$ cat config.mk
export PLATFORM = sky130hd
export DESIGN_NAME = vga_frame_tx
export DESIGN_NICKNAME = d
export VERILOG_FILES = /design/src/rtl/vga_frame_tx.sv
export SDC_FILE = /design/constraint.sdc
export NUM_CORES = 1
export LEC_CHECK = 0
export BUFFER_PORTS_ARGS = -buffer_cell sky130_fd_sc_hd__buf_2
export CAP_MARGIN = 20
export CORE_ASPECT_RATIO = 0.5
export CORE_MARGIN = 10
export CORE_UTILIZATION = 49
export CTS_CLUSTER_DIAMETER = 60
export DETAILED_ROUTE_END_ITERATION = 10
export PLACE_DENSITY_LB_ADDON = 0.12
export SYNTH_ARGS = -nofsm -noshare
export SYNTH_HDL_FRONTEND = slang
export SYNTH_SLANG_ARGS = --single-unit
$ cat constraint.sdc
create_clock -name V_CLK -period 2.2 [get_ports V_CLK]
set_input_delay 0.44 -clock V_CLK [delete_from_list [all_inputs] [get_ports V_CLK]]
set_output_delay 0.44 -clock V_CLK [all_outputs]
set_load 0.005 [all_outputs]
$ cat src/rtl/vga_frame_tx.sv
// vga_frame_tx: display-side frame-buffer reader. Generates VGA raster timing
// (640x480@60 by default), reads an 8-bit grey SRC_W x SRC_H window from the
// BRAM read port and drives sync/DE/pixel pins with a fixed 2-clock latency.
// Build option: define VGA_FRAME_TX_BORDER_EN to paint the 1-pixel ring just
// outside the window white (8'hFF). Without it the ring is black like the rest.
module vga_frame_tx #(
  parameter int H_VIS  = 640,
  parameter int H_FP   = 16,
  parameter int H_SYNC = 96,
  parameter int H_BP   = 48,
  parameter int V_VIS  = 480,
  parameter int V_FP   = 10,
  parameter int V_SYNC = 2,
  parameter int V_BP   = 33,
  parameter int SRC_W  = 128,
  parameter int SRC_H  = 128,
  parameter int WIN_X  = 256,
  parameter int WIN_Y  = 176
) (
  input  logic        V_CLK,
  input  logic        RESET_N,
  input  logic        ENABLE,
  output logic [13:0] BRAM_ADDR,
  input  logic [7:0]  BRAM_DOUT,
  output logic        VGA_HS,
  output logic        VGA_VS,
  output logic [7:0]  VGA_PIXEL,
  output logic        VGA_DE,
  output logic        FRAME_START
);

  localparam logic [9:0] H_LAST  = 10'(H_VIS + H_FP + H_SYNC + H_BP - 1);
  localparam logic [9:0] V_LAST  = 10'(V_VIS + V_FP + V_SYNC + V_BP - 1);
  localparam logic [9:0] H_VIS_C = 10'(H_VIS);
  localparam logic [9:0] V_VIS_C = 10'(V_VIS);
  localparam logic [9:0] HS_BEG  = 10'(H_VIS + H_FP);
  localparam logic [9:0] HS_END  = 10'(H_VIS + H_FP + H_SYNC - 1);
  localparam logic [9:0] VS_BEG  = 10'(V_VIS + V_FP);
  localparam logic [9:0] VS_END  = 10'(V_VIS + V_FP + V_SYNC - 1);
  localparam logic [9:0] WX_BEG  = 10'(WIN_X);
  localparam logic [9:0] WX_END  = 10'(WIN_X + SRC_W - 1);
  localparam logic [9:0] WY_BEG  = 10'(WIN_Y);
  localparam logic [9:0] WY_END  = 10'(WIN_Y + SRC_H - 1);

  // Per-pixel control bundle carried down the pipeline next to the BRAM read.
  typedef struct packed {
    logic hs;
    logic vs;
    logic de;
    logic win;
    logic first;
    logic brd;
  } pix_ctl_t;

  // Idle pins: syncs deasserted (high), everything else low.
  localparam pix_ctl_t CTL_IDLE = pix_ctl_t'(6'b110000);

  logic [9:0]  h_cnt_q, h_cnt_d;
  logic [9:0]  v_cnt_q, v_cnt_d;
  logic [13:0] addr_q, addr_d;
  logic        border_p0;
  pix_ctl_t    ctl_p0;
  pix_ctl_t    ctl_p1_q, ctl_p1_d;
  pix_ctl_t    ctl_p2_q, ctl_p2_d;

  // ---- Stage 0: raster counters ----
  // Advance H/V; line and frame wrap land on the same clock; disable parks at 0,0.
  always_comb begin
    h_cnt_d = h_cnt_q;
    v_cnt_d = v_cnt_q;
    if (!ENABLE) begin
      h_cnt_d = '0;
      v_cnt_d = '0;
    end else if (h_cnt_q == H_LAST) begin
      h_cnt_d = '0;
      v_cnt_d = (v_cnt_q == V_LAST) ? 10'd0 : v_cnt_q + 10'd1;
    end else begin
      h_cnt_d = h_cnt_q + 10'd1;
    end
  end

`ifdef VGA_FRAME_TX_BORDER_EN
  localparam logic [9:0] BX_L = 10'(WIN_X - 1);
  localparam logic [9:0] BX_R = 10'(WIN_X + SRC_W);
  localparam logic [9:0] BY_T = 10'(WIN_Y - 1);
  localparam logic [9:0] BY_B = 10'(WIN_Y + SRC_H);

  // Flag the one-pixel ring hugging the window: side columns plus top/bottom rows.
  always_comb begin
    border_p0 = (((h_cnt_q == BX_L) || (h_cnt_q == BX_R)) &&
                 (v_cnt_q >= BY_T) && (v_cnt_q <= BY_B)) ||
                (((v_cnt_q == BY_T) || (v_cnt_q == BY_B)) &&
                 (h_cnt_q >= BX_L) && (h_cnt_q <= BX_R));
  end
`else
  assign border_p0 = 1'b0;
`endif

  // Decode sync, visible area, window and frame-start flags for the current position.
  always_comb begin
    ctl_p0       = CTL_IDLE;
    ctl_p0.de    = (h_cnt_q < H_VIS_C) && (v_cnt_q < V_VIS_C);
    ctl_p0.hs    = !((h_cnt_q >= HS_BEG) && (h_cnt_q <= HS_END));
    ctl_p0.vs    = !((v_cnt_q >= VS_BEG) && (v_cnt_q <= VS_END));
    ctl_p0.win   = (h_cnt_q >= WX_BEG) && (h_cnt_q <= WX_END) &&
                   (v_cnt_q >= WY_BEG) && (v_cnt_q <= WY_END);
    ctl_p0.first = (h_cnt_q == 10'd0) && (v_cnt_q == 10'd0);
    ctl_p0.brd   = border_p0;
  end

  // ---- Stage 1: BRAM address ----
  // The register presents the address of the pixel decoded one clock earlier, so the
  // increment is keyed on that pixel's window flag now sitting in stage 1.
  always_comb begin
    addr_d = addr_q;
    if (!ENABLE || ctl_p0.first) begin
      addr_d = '0;
    end else if (ctl_p1_q.win) begin
      addr_d = addr_q + 14'd1;
    end
  end

  // ---- Stage 1 / Stage 2: control delay line ----
  // Disable flushes both stages so the pins go idle on the next clock.
  always_comb begin
    ctl_p1_d = ENABLE ? ctl_p0   : CTL_IDLE;
    ctl_p2_d = ENABLE ? ctl_p1_q : CTL_IDLE;
  end

  // State registers: counters, read address and the two pipeline stages.
  always_ff @(posedge V_CLK or negedge RESET_N) begin
    if (!RESET_N) begin
      h_cnt_q  <= '0;
      v_cnt_q  <= '0;
      addr_q   <= '0;
      ctl_p1_q <= CTL_IDLE;
      ctl_p2_q <= CTL_IDLE;
    end else begin
      h_cnt_q  <= h_cnt_d;
      v_cnt_q  <= v_cnt_d;
      addr_q   <= addr_d;
      ctl_p1_q <= ctl_p1_d;
      ctl_p2_q <= ctl_p2_d;
    end
  end

  // ---- Stage 2: pins ----
  // BRAM_DOUT already arrives as a registered value aligned with stage 2, so the pixel
  // mux sits directly on it to keep every pin at the same 2-clock latency.
  assign BRAM_ADDR   = addr_q;
  assign VGA_HS      = ctl_p2_q.hs;
  assign VGA_VS      = ctl_p2_q.vs;
  assign VGA_DE      = ctl_p2_q.de;
  assign FRAME_START = ctl_p2_q.first;
  assign VGA_PIXEL   = ctl_p2_q.win ? BRAM_DOUT : (ctl_p2_q.brd ? 8'hFF : 8'h00);

endmodule

==> results.ini <==
[die]
rows = 17
core_area_um2 = 4424
ios = 37
die_y_um = 68.01
initial_core_util = 0.5105
die_w_um = 116.0
die_area_um2 = 7889

[synth]
yosys_most_used_dff = dfrtp_1
synth.most_common_cell = dfrtp_1
ys_seq_area_frac = 0.4898
yosysTopAreaCell = dfrtp_1
syn_nets = 245
yosys_warnings = 0
synth_seq_cells = 44
syn_inst = 229
syn_area_um2 = 2258
synthTopCellsByArea = dfrtp_1, xor2_1, nor2_1, dfstp_2, and2_1
synthArstFlopShare = 1.000
synth_cell_types = 45
synth_top_area_frac = 0.4432
netlist_top_cells_count = dfrtp_1, nor2_1, nand3_1
synth-edff-count = 0
avgSynthCellArea_um2 = 9.862

[route]
vias_per_cell = 5.521
drcViolationCount = 0
wl_per_cell_um = 15.64
drt_wl_total_um = 5162
drt_pass1_iterations = 4
ant_nets = 0
drt_iter0_markers = 84
route.vias.total = 1822

[global_route]
first_global_vias = 1766
grtUsageTotal = 0.1357
grt-ovfl-total = 0
grt_max_degree = 27
antenna_found_initial = 0
grt_pass1_wl_um = 8493

[pwr]
ir_worst_vdd_mv = 0.2738
p_leak_nw = 1.233
powerDensity_nw_per_um2 = 591.9

[placement]
portBuffers = 36
gp_congestion = 0.8345
hpwl_um = 3796

[clock_tree]
clkLatencyLatePin_ps = 300
cts_sinks = 44
ctsHoldBuffers = 0
htreeDepth = 2
cts_tree = yes
cts_root_buffer = clkbuf_8
clk_pin_slew_worst_paths_ps = 90
clockBufferDepth = 2
numCtsBuffers = 5

[worst_setup_path]
critical_path_class = reg -> reg
cp.arrival_ps = 2260
worstSetupEndpointType = register
crit_required_ps = 2390
crit_fanout = 14
setup.worst_path.start_class = register

[timing]
fin_crit_sh = 0.9422
fmaxAchievable_ghz = 0.4824
slew_headroom = 0.6067
fin_crit_ps = 2073
rsz0062_at_grt = no
skew_ps = 8.236
setup_viol = 0
holdWs_ps = 127.3
hold_violations = 0
slew_violations = 0
worstMarginPinSlew_ps = 590.0
tns_ps = 0

[layout]
utilization = 0.6049
n_antenna_cell = 0
fin_nets = 288
final_layout_size_suffix_gt1_frac = 0.2454
areaGrowthSynthToFinish_pct = 18.50

[hold_path]
hold_path_class = in -> async

[run]
max_cap_violations = 0

[status]
status = finished clean

[where the power goes]
part,leakage [nW],internal [mW],switching [mW],total [mW]
sequential,0.593,0.820,0.00886,0.829
combinational,0.585,0.0473,0.0663,0.114
clock,0.0548,0.342,0.299,0.642
total,1.23,1.21,0.375,1.58
[critical path, cell delays in order (launching register included)]
cell and delay (ps):
dfrtp_1 430, inv_1 70, ha_1 130, or4b_4 480
or3_4 370, o31ai_4 260, buf_12 170, nor2_1 50
[worst paths after layout]
kind,from,cells after the start,slack (ps),end
worst max-delay path,v_cnt_q[0]$_DFFE_PN0P_,7,130,BRAM_ADDR[0]$_DFFE_PN0P_
worst min register to register,ctl_p1_q[1]$_DFF_PN0_,1,460,FRAME_START$_DFF_PN0_
min in group V_CLK,ctl_p1_q[1]$_DFF_PN0_,1,460,FRAME_START$_DFF_PN0_
max in group asynchronous,RESET_N,2,1420,VGA_HS$_DFF_PN1_
worst min-delay path,RESET_N,1,130,BRAM_ADDR[12]$_DFFE_PN0P_
worst max register to register,v_cnt_q[0]$_DFFE_PN0P_,7,130,BRAM_ADDR[0]$_DFFE_PN0P_
[kinds of logic after synthesis]
| family | after synthesis | synth area share |
|---|---|---|
| and+or+nand+nor | 108 | 0.2692 |
| DFF | 44 | 0.4898 |
| AOI/OAI and AO/OA | 34 | 0.1030 |
| buffers and inverters | 19 | 0.03601 |
| xor gates and xnor gates | 18 | 0.06981 |
| adders and majority gates | 5 | 0.02770 |
| muxes | 1 | 0.004432 |
[state kept, by name (all words and copies together), names as in the netlist]
register     flops
VGA_HS           1
BRAM_ADDR       14
h_cnt_q         10
ctl_p2_q         1
FRAME_START      1
VGA_DE           1
VGA_VS           1
ctl_p1_q         5
v_cnt_q         10
[placed cells by master (no fill, tap or decap), drive strengths merged, types with 2 or more instances in the layout]
master and count:
o31ai 4, clkbuf 5, nor4 2, and4 3, or4 2, nand2b 2, and3 5, nor2 29
xnor2 5, nand4 9, and2 12, nand2 12, dfrtp 40, a22o 2, o211ai 2, nor3 2
or3 6, o21ai 9, nand3b 2, nand3 14, nor4b 3, o2bb2ai 2, dfstp 4, a21oi 11
ha 5, inv 9, xor2 13, buf 47
[per-layer routing]
layer	vias to the layer above	track usage	part of all wire
met4	0	0.04644	0.0066
met3	2	0.05148	0.096
met5	-	0	0
met2	60	0.2037	0.43
li1	888	-	-
met1	872	0.1773	0.47
[through the flow]
stage | cells | instance area [um^2] | worst slack, ps | power [mW]
2_1_floorplan | 229 | 2258 | 188.5 | 0.9031
3_3_place_gp | 322 | 2554 | 165.5 | 0.9548
3_5_place_dp | 322 | 2554 | 125.2 | 0.9588
4_1_cts | 330 | 2669 | 116.6 | 1.601
5_1_grt | 330 | 2676 | 43.61 | 1.656
6_report | 330 | 2676 | 127.1 | 1.584
[final cells by class]
class | count | area, um^2
well taps | 57 | 71.32
multi-input cells | 166 | 1079
flip-flops and latches | 44 | 1106
clock buffers | 5 | 68.82
clock inverters | 3 | 46.29
inverters | 8 | 30.03
fillers | 384 | 1748
repair buffers | 47 | 275.3
[repair_timing]
action | 4_1_cts | 5_1_grt
setup buffers | 0 | 0
endpoints found under the setup margin | 0 | 1
resized for setup | 0 | 1
No activity file was read; power rests on OpenSTA's default activity.
